### src/rtl/dmem_arbiter.sv
// dmem_arbiter: shares one synchronous data-memory port between the core's
// load/store unit and a host loader/debug port.
// Round-robin arbitration, an optional host burst lock, and a starvation guard
// that bounds how many consecutive cycles a CPU request can be denied.
// Optional feature: define ARB_STATS_EN to add saturating grant/conflict counters.
module dmem_arbiter #(
  parameter int unsigned AW       = 8,
  parameter int unsigned DW       = 8,
  parameter int unsigned MAX_WAIT = 4
) (
  input  logic          clk,
  input  logic          reset,
  // core load/store port
  input  logic          cpu_req,
  input  logic          cpu_we,
  input  logic [AW-1:0] cpu_addr,
  input  logic [DW-1:0] cpu_wdata,
  output logic          cpu_gnt,
  output logic          cpu_rvalid,
  output logic [DW-1:0] cpu_rdata,
  // host loader/debug port
  input  logic          host_req,
  input  logic          host_we,
  input  logic          host_lock,
  input  logic [AW-1:0] host_addr,
  input  logic [DW-1:0] host_wdata,
  output logic          host_gnt,
  output logic          host_rvalid,
  output logic [DW-1:0] host_rdata,
  // memory port
  output logic          mem_en,
  output logic          mem_we,
  output logic [AW-1:0] mem_addr,
  output logic [DW-1:0] mem_wdata,
  input  logic [DW-1:0] mem_rdata
`ifdef ARB_STATS_EN
  ,
  output logic [15:0]   cpu_gnt_cnt,
  output logic [15:0]   host_gnt_cnt,
  output logic [15:0]   conflict_cnt
`endif
);

  localparam int unsigned WW = $clog2(MAX_WAIT + 1);

  // rr_last encoding: which side was granted most recently
  localparam logic LastCpu  = 1'b0;
  localparam logic LastHost = 1'b1;

  typedef enum logic {StRr, StLock} state_e;

  state_e        state_q, state_d;
  logic          rr_last_q, rr_last_d;
  logic [WW-1:0] wait_q, wait_d;
  logic          cpu_rd_q, host_rd_q;
  logic          force_cpu;
  logic          lock_hold;

  // Starvation limit reached: CPU wins regardless of lock or round-robin order
  assign force_cpu = cpu_req && (wait_q == WW'(MAX_WAIT));
  // Lock only holds while the host keeps both request and lock asserted
  assign lock_hold = (state_q == StLock) && host_req && host_lock;

  // Grant decision plus next-state for lock, round-robin pointer and wait counter
  always_comb begin
    cpu_gnt   = 1'b0;
    host_gnt  = 1'b0;
    if (force_cpu) begin
      cpu_gnt = 1'b1;
    end else if (lock_hold) begin
      host_gnt = 1'b1;
    end else if (cpu_req && host_req) begin
      if (rr_last_q == LastHost) begin
        cpu_gnt = 1'b1;
      end else begin
        host_gnt = 1'b1;
      end
    end else begin
      cpu_gnt  = cpu_req;
      host_gnt = host_req;
    end

    // A locked host grant (from RR or LOCK) keeps/enters LOCK; anything else drops to RR
    state_d = (host_gnt && host_lock) ? StLock : StRr;

    rr_last_d = rr_last_q;
    if (cpu_gnt) begin
      rr_last_d = LastCpu;
    end else if (host_gnt) begin
      rr_last_d = LastHost;
    end

    wait_d = '0;
    if (cpu_req && !cpu_gnt) begin
      wait_d = wait_q + WW'(1);
    end
  end

  // Memory port mux from the winner; idle port drives zeros
  always_comb begin
    mem_en    = cpu_gnt | host_gnt;
    mem_we    = 1'b0;
    mem_addr  = '0;
    mem_wdata = '0;
    if (cpu_gnt) begin
      mem_we    = cpu_we;
      mem_addr  = cpu_addr;
      mem_wdata = cpu_wdata;
    end else if (host_gnt) begin
      mem_we    = host_we;
      mem_addr  = host_addr;
      mem_wdata = host_wdata;
    end
  end

  // Arbitration state and read-owner tag
  always_ff @(posedge clk or posedge reset) begin
    if (reset) begin
      state_q   <= StRr;
      rr_last_q <= LastHost;
      wait_q    <= '0;
      cpu_rd_q  <= 1'b0;
      host_rd_q <= 1'b0;
    end else begin
      state_q   <= state_d;
      rr_last_q <= rr_last_d;
      wait_q    <= wait_d;
      cpu_rd_q  <= cpu_gnt && !cpu_we;
      host_rd_q <= host_gnt && !host_we;
    end
  end

  // Read data arrives one cycle after the grant; only the tagged owner sees it
  assign cpu_rvalid  = cpu_rd_q;
  assign host_rvalid = host_rd_q;
  assign cpu_rdata   = cpu_rd_q ? mem_rdata : '0;
  assign host_rdata  = host_rd_q ? mem_rdata : '0;

`ifdef ARB_STATS_EN
  // Saturating usage counters
  always_ff @(posedge clk or posedge reset) begin
    if (reset) begin
      cpu_gnt_cnt  <= '0;
      host_gnt_cnt <= '0;
      conflict_cnt <= '0;
    end else begin
      if (cpu_gnt && (cpu_gnt_cnt != 16'hFFFF)) begin
        cpu_gnt_cnt <= cpu_gnt_cnt + 16'd1;
      end
      if (host_gnt && (host_gnt_cnt != 16'hFFFF)) begin
        host_gnt_cnt <= host_gnt_cnt + 16'd1;
      end
      if (cpu_req && host_req && (conflict_cnt != 16'hFFFF)) begin
        conflict_cnt <= conflict_cnt + 16'd1;
      end
    end
  end
`endif

endmodule
### config.mk
export PLATFORM = sky130hd
export DESIGN_NAME = dmem_arbiter
export DESIGN_NICKNAME = d
export VERILOG_FILES = /design/src/rtl/dmem_arbiter.sv
export SDC_FILE = /design/constraint.sdc
export NUM_CORES = 1
export LEC_CHECK = 0
export CORE_ASPECT_RATIO = 0.75
export CORE_MARGIN = 2
export CORE_UTILIZATION = 22
export CTS_CLUSTER_SIZE = 12
export DETAILED_ROUTE_END_ITERATION = 8
export GPL_ROUTABILITY_DRIVEN = 0
export PLACE_DENSITY = 0.75
export RECOVER_POWER = 100
export SLEW_MARGIN = 30
export SYNTH_ARGS = -nofsm -noshare
export SYNTH_HDL_FRONTEND = slang
export SYNTH_SLANG_ARGS = --single-unit
export TNS_END_PERCENT = 50
### constraint.sdc
create_clock -name clk -period 2 [get_ports clk]
set_clock_uncertainty 0.2 [all_clocks]
set_input_delay 0.4 -clock clk [delete_from_list [all_inputs] [get_ports clk]]
set_output_delay 0.4 -clock clk [all_outputs]
set_load 0.03 [all_outputs]
==> qor.yml, run 1 <==
critical_path:
  crit_type: "register to output pin"
  setup.worst_path.end_class: "output pin"
  startpoint_type: "register"
  required_ns: 1.40
  path_max_fanout: 5
  cp.arrival_ns: 1.77
timing:
  timing.final.crit_period_ns: 2.37
  worst_slack_ns: -0.370
  min_period_over_period: 1.19
  rsz0062_at_grt: "true"
  final.setup.tns_ns: -6.56
  setup_violations: 19
  maxSlewViolCount: 0
  worst_pin_slew_ns: 0.316
  relSlewSlack: 0.789
  fmax_mhz: 422
  final_hold_viol_count: 0
global_route:
  grt_pass1_wl_mm: 4.52
  grt_overflow: 0
  track_usage: 0.180
  grt_antenna_before_repair: 0
  grt_pass1_vias: 940
  grt_max_degree: 11
synth:
  ys_async_sr_fraction: 1.00
  synth_edf_count: 0
  synth-main-ff-cell: "dfrtp_1"
  netlist_area_um2: 646
  synthTopCellsByArea: "a22o_2 (25%), dfrtp_1 (23%), and2_1 (16%)"
  syn_inst: 65
  synth_nets: 114
  yosysUniqueCellTypes: 20
  yosysWarnings: 0
  syn_avg_cell_area_um2: 9.93
  synth_most_common_cell: "and2_1"
  ys_seq_elements: 7
  yosysTopAreaCell: "a22o_2"
  yosysSeqAreaShare: 0.273
  yosysTopAreaCellShare: 0.248
  synth_common_cells: "and2_1 (17), a22o_2 (16), dfrtp_1 (6), inv_1 (4), and3_1 (3)"
drt:
  drt-total-wl_mm: 3.12
  drt_iter0_markers: 12
  dr.pass1.iters: 4
  top_layer: "met4"
  antenna_left: 0
  via_count: 934
  route.met2.wl_mm: 1.52
  post_drt_via_cell_ratio: 4.72
  wl_met3_um: 377
  wirelength_met1_mm: 1.16
  wl_per_cell_um: 15.8
  drc_errors: 0
cells_and_area:
  area_delta_synth_final_pct: 175
  register_area_um2: 176
  layout.cells.non_filler: 198
  multi_input_area_um2: 543
  antennaDiodeCount: 0
  design_area_um2: 1780
  drive_gt1_frac: 0.457
  nFillCells: 212
  final_nets: 212
run_status:
  violations: "setup timing"
  status: "complete, but fails checks"
clocking:
  clkLatencyLatePin_ns: 0.23
  clk_pin_slew_ns: 0.04
  cts_root_buf: "clkbuf_8"
  clock_sinks: 7
  cts_buffers: 3
  htree_levels: 1
  cts_tree: "built"
  cts_max_path_buffers: 2
die:
  die_area_um2: 3390
  io_pins: 85
  start_util: 0.239
  die_x_um: 66.6
  chipHeight_um: 50.9
  core-area_um2: 2700
  rows: 16
placed_design:
  dp_hpwl_mm: 2.18
  place_ws_ns: -0.483
  dp_cells: 186
  place_area_um2: 1450
  port_buffers: 84
flow_run:
  cap_violations: 0
pwr:
  leakage_nw: 0.881
  vdd_drop_max_mv: 0.376
  p_per_area_nw_per_um2: 512
hold_path:
  hold_class: "register to register"
## worst paths after layout
| check | start | end | slack (ns) | depth (start not counted) |
|---|---|---|---|---|
| worst max-delay path | rr_last_q | mem_addr[2] | -0.37 | 7 |
| worst min-delay path | rr_last_q | rr_last_q | 0.29 | 2 |
| worst max register to register | rr_last_q | rr_last_q | 0.35 | 6 |
| worst min register to register | rr_last_q | rr_last_q | 0.29 | 2 |
| max in group asynchronous | reset | rr_last_q | 0.99 | 2 |
| min in group asynchronous | reset | wait_q[2] | 0.34 | 2 |
## area by class of cell
type / count / share of cell area
multi-input cells: 52 / 0.306
flip-flops and latches: 7 / 0.0993
well taps: 36 / 0.0254
inverters: 4 / 0.00845
clock buffers: 4 / 0.0254
repair buffers: 95 / 0.536
## cell families after synthesis
logic type,synth area share
AOI/OAI and AO/OA,0.333
xor gates and xnor gates,0.0136
DFF,0.273
and+or+nand+nor,0.260
buffers and inverters,0.0814
adders and majority gates,0.0388
## routing by layer
layer | vias up | track usage
li1 | 434 | -
met1 | 427 | 0.185
met4 | 0 | 0.0612
met2 | 65 | 0.332
met3 | 8 | 0.0683
met5 | - | 0
## sequential cells by signal, summed over array words and instances (netlist names)
signal       cells
wait_q           3
state_q          1
rr_last_q        1
host_rvalid      1
cpu_rvalid       1
## critical path, stage by stage (launching register included)
cell and delay (ns):
dfstp_2 0.52, a21bo_4 0.23, buf_6 0.11, a31oi_4 0.18
buf_6 0.13, buf_12 0.11, a22o_4 0.13, buf_6 0.12
## where the power goes
| part | total (mW) | switching, mW | leakage, nW | internal [mW] |
|---|---|---|---|---|
| Sequential | 0.160 | 0.00776 | 0.0910 | 0.152 |
| Clock | 0.198 | 0.0600 | 0.0228 | 0.138 |
| Combinational | 0.552 | 0.254 | 0.767 | 0.298 |
| Total | 0.910 | 0.322 | 0.881 | 0.588 |
## what timing repair did
item / in CTS / in global routing
pin swaps: 3 / 4
gates resized for setup: 38 / 14
hold buffers: 0 / 0
setup buffers: 4 / 3
setup endpoints to repair: 20 / 22
gates cloned: 3 / 0
## placed cells by master, fill, tap and decap left out, types with 4 or more instances in the layout
cell type / count
and2_1: 17
a22o_4: 13
buf_4: 19
clkdlybuf4s50_1: 42
inv_1: 4
dfrtp_1: 6
buf_6: 26
## per-stage QoR
step	hold slack [ns]	util	power, mW
2_1_floorplan	0.00267	-	0.397
3_3_place_gp	0.279	0.536	0.596
3_5_place_dp	0.285	0.536	0.602
4_1_cts	0.209	0.642	0.905
5_1_grt	0.304	0.657	0.958
6_report	0.287	0.657	0.910
Power figures use the tool's default switching activity.
==> run 2, diff against run 1 <==
--- a/config.mk
+++ b/config.mk
@@ -5,13 +5,13 @@
 export SDC_FILE = /design/constraint.sdc
 export NUM_CORES = 1
 export LEC_CHECK = 0
-export CORE_ASPECT_RATIO = 0.75
-export CORE_MARGIN = 2
-export CORE_UTILIZATION = 22
+export CORE_AREA = 2 2 39 41
 export CTS_CLUSTER_SIZE = 12
 export DETAILED_ROUTE_END_ITERATION = 8
+export DIE_AREA = 0 0 41 43
+export DONT_BUFFER_PORTS = 1
 export GPL_ROUTABILITY_DRIVEN = 0
-export PLACE_DENSITY = 0.75
+export PLACE_DENSITY = 0.66
 export RECOVER_POWER = 100
 export SLEW_MARGIN = 30
 export SYNTH_ARGS = -nofsm -noshare
==> run 2 against run 1 <==
The flow still finishes with violations (setup timing). Routed wire length is 50% lower. First-iteration DRC count is 25% higher. Register-to-register slack better by 0.12 ns. Flip-flop and latch count stayed put. Total power is 39% lower. Sequential power hardly changed. Combinational power is 52% lower. Maximum frequency is 6.0% higher.
==> qor.yml, run 2 (same netlist as run 1, synthesis figures left out) <==
drt:
  wirelength_met1_um: 535  # -54%
  wl_per_cell_um: 17.2  # +9.3%
  drt_iter0_markers: 15  # +3
  dr.pass1.iters: 3  # -1
  antenna_left: 0  # unchanged
  wl_met3_um: 183  # -51%
  drc_errors: 0  # unchanged
  drt-total-wl_mm: 1.57  # -50%
  post_drt_via_cell_ratio: 6.19  # +31%
  top_layer: "met3"
  via_count: 563  # -40%
  route.met2.wl_um: 847  # -44%
critical_path:
  path_cells: "a21bo_4 -> a31oi_4 -> buf_12 -> a22o_1 -> buf_6"
  cp_num_buf_inv: 2  # -2
  cp_top_family: "compound AO/OA/AOI/OAI gates"
  setup.worst_path.end_class: "output pin"
  cpPeakStageDelay_ns: 0.53  # about the same
  regToRegEndpoint: "state_q"
  required_ns: 1.40  # about the same
  r2r.worst_path.cells: 3  # -3
  path_max_fanout: 19  # +14
  crit_type: "register to output pin"
  startpoint_type: "register"
  cp_slowest_cell: "dfstp_2"
  rrSetupSlack_ns: 0.47  # +0.12 ns
  rr_startpoint: "rr_last_q"
  cp.arrival_ns: 1.64  # -0.13 ns
clocking:
  clk_pin_slew_ns: 0.05  # about the same
  clkLatencyLatePin_ns: 0.25  # +0.02 ns
  cts_buffers: 3  # unchanged
  clock_sinks: 7  # unchanged
  post_cts_buffers: 0  # -4
  cts_max_path_buffers: 2  # unchanged
  cts_root_buf: "clkbuf_4"
  htree_levels: 1  # unchanged
  cts_tree: "built"
hold_path:
  holdPathEnd: "host_rvalid"
  hold_depth: 1  # -1
  hold_class: "input port to register"
  min_from: "host_we"
placed_design:
  place_ws_ns: -0.0771  # +0.406 ns
  dp_cells: 84  # -55%
  port_buffers: 0  # -100%
cells_and_area:
  final_cell_mix: "a22o_2 (16), and2_0 (16), dfrtp_1 (6)"
  drive_gt1_frac: 0.413  # -0.0435
  largest_register: "wait_q"
  final_nets: 125  # -41%
  layout.cells.non_filler: 91  # -54%
  final_util: 0.541  # -0.117
  area_delta_synth_final_pct: 15.9
  largest_register_ffs: 3  # unchanged
  antennaDiodeCount: 0  # unchanged
timing:
  min_period_over_period: 1.12  # -0.0672
  worst_slack_ns: -0.236  # +0.134 ns
  worst_pin_slew_ns: 0.469  # +0.153 ns
  setup_violations: 19  # unchanged
  maxSlewViolCount: 0  # unchanged
  fmax_mhz: 447  # +6.0%
  timing.final.crit_period_ns: 2.24  # -0.134 ns
  relSlewSlack: 0.687  # -0.102
  final_hold_viol_count: 0  # unchanged
  rsz0062_at_grt: "true"
pwr:
  p_switching_mw: 0.242  # -25%
  p_sw_frac: 0.438  # +0.0839
  sequentialPowerShare: 0.289  # +0.113
  total_power_mw: 0.552  # -39%
  clock_power_share: 0.235  # +0.018
  vdd_drop_max_mv: 0.347  # -7.7%
  pwr-share-comb: 0.476  # -0.131
  p_per_area_nw_per_um2: 738  # +44%
  leakage_nw: 0.345  # -61%
  power.internal_mw: 0.311  # -47%
die:
  die_area_um2: 1760  # -48%
  rows: 14  # -2
  start_util: 0.467  # +0.228
  io_pins: 85  # unchanged
  chipHeight_um: 43  # -16%
  die_x_um: 41  # -38%
  core-area_um2: 1380  # -49%
global_route:
  grt_overflow: 0  # unchanged
  grt_pass1_vias: 492  # -48%
  grt_pass1_wl_mm: 2.01  # -55%
  grt_max_degree: 20  # +9
  grt_antenna_before_repair: 0  # unchanged
  track_usage: 0.176  # -0.00360
flow_run:
  cap_violations: 0  # unchanged
run_status:
  violations: "setup timing"
  status: "complete, but fails checks"
==> run 2: cell count changes in the layout (fill, tap and decap cells not counted), moves of 16 or more <==
cell / before / now
and2_0: 0 / 16
and2_1: 17 / 1
buf_4: 19 / 2
clkdlybuf4s50_1: 42 / 0
buf_6: 26 / 1
==> run 2: stage by stage <==
stage	hold slack, ns	instance area (µm²)	TNS [ns]
2_1_floorplan	0.00267	646	-0.142
3_3_place_gp	0.0400	686	-0.203
3_5_place_dp	0.0442	686	-0.556
4_1_cts	0.00932	756	-4.03
5_1_grt	0.00340	748	-4.74
6_report	0.0173	748	-3.67
==> run 2: power groups by stage <==
stage | registers, mW | clock network [mW] | logic [mW]
global route | 0.162 | 0.146 | 0.277
detailed placement | 0.162 | 0 | 0.257
finish | 0.160 | 0.130 | 0.263
floorplan | 0.165 | 0 | 0.231
global placement | 0.161 | 0 | 0.255
CTS | 0.160 | 0.140 | 0.268
==> run 2: how the worst max path moves through the flow <==
stage               slack (ns)      start          end  cells after the start
floorplan                -0.02  rr_last_q  mem_addr[0]                      4
global placement         -0.06  rr_last_q  mem_addr[5]                      4
detailed placement       -0.08  rr_last_q  mem_addr[5]                      4
CTS                      -0.26  rr_last_q  mem_addr[5]                      5
global route             -0.31  wait_q[0]  mem_addr[5]                      7
finish                   -0.24  rr_last_q  mem_addr[5]                      5
==> run 2: final cells by class <==
type                    count  area [µm²]
flip-flops and latches      7         176
repair buffers              8        73.8
clock buffers               4        26.3
fillers                   130         636
inverters                   4        15.0
multi-input cells          52         437
well taps                  16        20.0
==> run 2: routing by layer <==
layer / vias up / GRT usage
met5: - / 0
met1: 257 / 0.155
met3: 0 / 0.0524
met2: 50 / 0.309
li1: 256 / -
met4: 0 / 0.120
==> run 2: repair_timing <==
item	in CTS	in global routing
endpoints found under the hold margin	7	0
gates resized for setup	3	1
endpoints found under the setup margin	19	19
cloned	1	0
hold buffers	2	0
pin swaps	2	0
==> run 3, diff against run 2 <==
--- a/config.mk
+++ b/config.mk
@@ -13,7 +13,6 @@
 export GPL_ROUTABILITY_DRIVEN = 0
 export PLACE_DENSITY = 0.66
 export RECOVER_POWER = 100
-export SLEW_MARGIN = 30
 export SYNTH_ARGS = -nofsm -noshare
 export SYNTH_HDL_FRONTEND = slang
 export SYNTH_SLANG_ARGS = --single-unit
==> constraint.sdc (replaced) <==
create_clock -name clk -period 2 [get_ports clk]
set_clock_uncertainty 0.2 [all_clocks]
set_input_delay 0.2 -clock clk [delete_from_list [all_inputs] [get_ports clk]]
set_output_delay 0.2 -clock clk [all_outputs]
set_load 0.03 [all_outputs]
==> run 3 against run 2 <==
The run still ends with setup timing left. Maximum frequency rose by 6.9%. First-iteration DRC count fell by 53%. Die area did not move. Sequential share of layout area fell by 4.4 points. Critical endpoint is now mem_wdata[1]. Global-route usage rose by 4.5 points. Worst hold slack improved by 0.11 ns. Total power rose by 10%. Largest power group unchanged.
==> qor.yml, run 3 (same netlist as run 1, synthesis figures left out) <==
global_route:
  grt_max_degree: 11  # -45%
  grt_overflow: 0  # unchanged
  track_usage: 0.221  # +0.0453
  grt_pass1_wl_mm: 2.62  # +30%
  grt_pass1_vias: 593  # +21%
  grt_antenna_before_repair: 0  # unchanged
flow_run:
  cap_violations: 0  # unchanged
cells_and_area:
  antennaDiodeCount: 0  # unchanged
  area_delta_synth_final_pct: 42.8
  nFillCells: 109  # -16%
  layout.cells.non_filler: 96  # +5.5%
  largest_register: "wait_q"
  drive_gt1_frac: 0.413  # -0.000833
  final_nets: 130  # +4.0%
  final_util: 0.666  # +0.126
  final_cell_mix: "and2_1 (17), a22o_4 (15), dlygate4sd3_1 (7), dfrtp_1 (6), inv_1 (4)"
  largest_register_ffs: 3  # unchanged
  final_common_cell: "and2_1"
  register_area_um2: 176  # unchanged
  multi_input_area_um2: 554  # +27%
pwr:
  p_per_area_nw_per_um2: 661  # -11%
  total_power_mw: 0.609  # +10%
  leakage_nw: 0.442  # +28%
  vdd_drop_max_mv: 0.419  # +21%
run_status:
  status: "complete, but fails checks"
  violations: "setup timing"
timing:
  worst_pin_slew_ns: 0.470  # +0.000404 ns
  timing.final.crit_period_ns: 2.09  # -0.145 ns
  min_period_over_period: 1.05  # -0.0724
  fmax_mhz: 478  # +6.9%
  maxSlewViolCount: 0  # unchanged
  relSlewSlack: 0.687  # about the same
  holdWs_ns: 0.126  # +0.109 ns
  worst_slack_ns: -0.0911  # +0.145 ns
  rsz0062_at_grt: "true"
  setup_violations: 18  # -1
  final_hold_viol_count: 0  # unchanged
drt:
  drt-total-wl_mm: 1.77  # +13%
  via_count: 611  # +8.5%
  dr.pass1.iters: 4  # +1
  wl_per_cell_um: 18.5  # +7.2%
  post_drt_via_cell_ratio: 6.36  # +2.9%
  drt_iter0_markers: 7  # -8
  drc_errors: 0  # unchanged
  antenna_left: 0  # unchanged
critical_path:
  path_max_fanout: 9  # -10
  path_cells: "a21bo_4 -> a31oi_4 -> buf_8 -> a22o_4"
  cpPeakStageDelay_ns: 0.53  # about the same
  crit_type: "register to output pin"
  cp.arrival_ns: 1.69  # +0.05 ns
  startpoint_type: "register"
  required_ns: 1.60  # +0.20 ns
  setup.worst_path.end_class: "output pin"
  cp_slowest_cell: "dfstp_2"
clocking:
  cts_buffers: 3  # unchanged
  cts_max_path_buffers: 2  # unchanged
  clk_pin_slew_ns: 0.06  # about the same
  cts_tree: "built"
  cts_root_buf: "clkbuf_4"
  clkLatencyLatePin_ns: 0.25  # about the same
  htree_levels: 1  # unchanged
  clock_sinks: 7  # unchanged
die:
  core-area_um2: 1380  # unchanged
  die_area_um2: 1760  # unchanged
  start_util: 0.467  # unchanged
  rows: 14  # unchanged
  die_x_um: 41  # unchanged
  io_pins: 85  # unchanged
  chipHeight_um: 43  # unchanged
hold_path:
  hold_class: "input port to asynchronous set/reset pin"
placed_design:
  place_ws_ns: 0.112  # +0.189 ns
  dp_cells: 83  # -1.2%
  port_buffers: 0  # unchanged
  dp_hpwl_mm: 1.18
[run 3: area by class of cell]
class / count / share of cell area
Sequential cell: 7 / 0.191
Tap cell: 16 / 0.0217
Inverter: 4 / 0.0163
Multi-Input combinational cell: 52 / 0.601
Timing Repair Buffer: 13 / 0.141
Clock buffer: 4 / 0.0285
[run 3: layer usage]
| layer | part of all wire | track usage | vias to the layer above |
|---|---|---|---|
| met3 | 0.10 | 0.0471 | 2 |
| li1 | - | - | 267 |
| met5 | 0 | 0 | - |
| met2 | 0.51 | 0.359 | 52 |
| met1 | 0.37 | 0.252 | 290 |
| met4 | 0.014 | 0.120 | 0 |
[run 3: path summary, 6_finish.rpt]
path,from,endpoint,slack [ns],cells after the start
hold / removal,reset,wait_q[2],0.13,2
setup reg to reg,rr_last_q,cpu_rvalid,0.06,4
hold reg to reg,rr_last_q,rr_last_q,0.29,2
min in group clk,host_req,rr_last_q,0.13,3
setup / recovery,rr_last_q,mem_wdata[1],-0.09,4
max in group asynchronous,reset,rr_last_q,1.20,2
[run 3: critical path: cells and delay by family (launching register included)]
kind	cells	cell delay, ns
buffers and inverters	1	0.18
DFF	1	0.53
AOI/OAI and AO/OA	3	0.72
[run 3: where the power goes]
part | internal, mW | total, mW | switching, mW | leakage [nW]
combinational | 0.120 | 0.309 | 0.189 | 0.336
clock | 0.0765 | 0.135 | 0.0583 | 0.0150
sequential | 0.151 | 0.165 | 0.0135 | 0.0910
total | 0.348 | 0.609 | 0.261 | 0.442
[run 3: repair_timing]
action / CTS / global route
buffers inserted: 0 / 1
endpoints found under the hold margin: 14 / 0
endpoints found under the setup margin: 18 / 20
pin swaps: 8 / 7
hold buffers: 7 / 0
resized for setup: 20 / 2
cloned: 1 / 0
[run 3: metrics by stage]
step	cell area, µm²	setup TNS [ns]
6_report	922	-1.44
5_1_grt	922	-2.52
4_1_cts	906	-1.02
3_5_place_dp	666	0
3_3_place_gp	666	0
2_1_floorplan	646	0
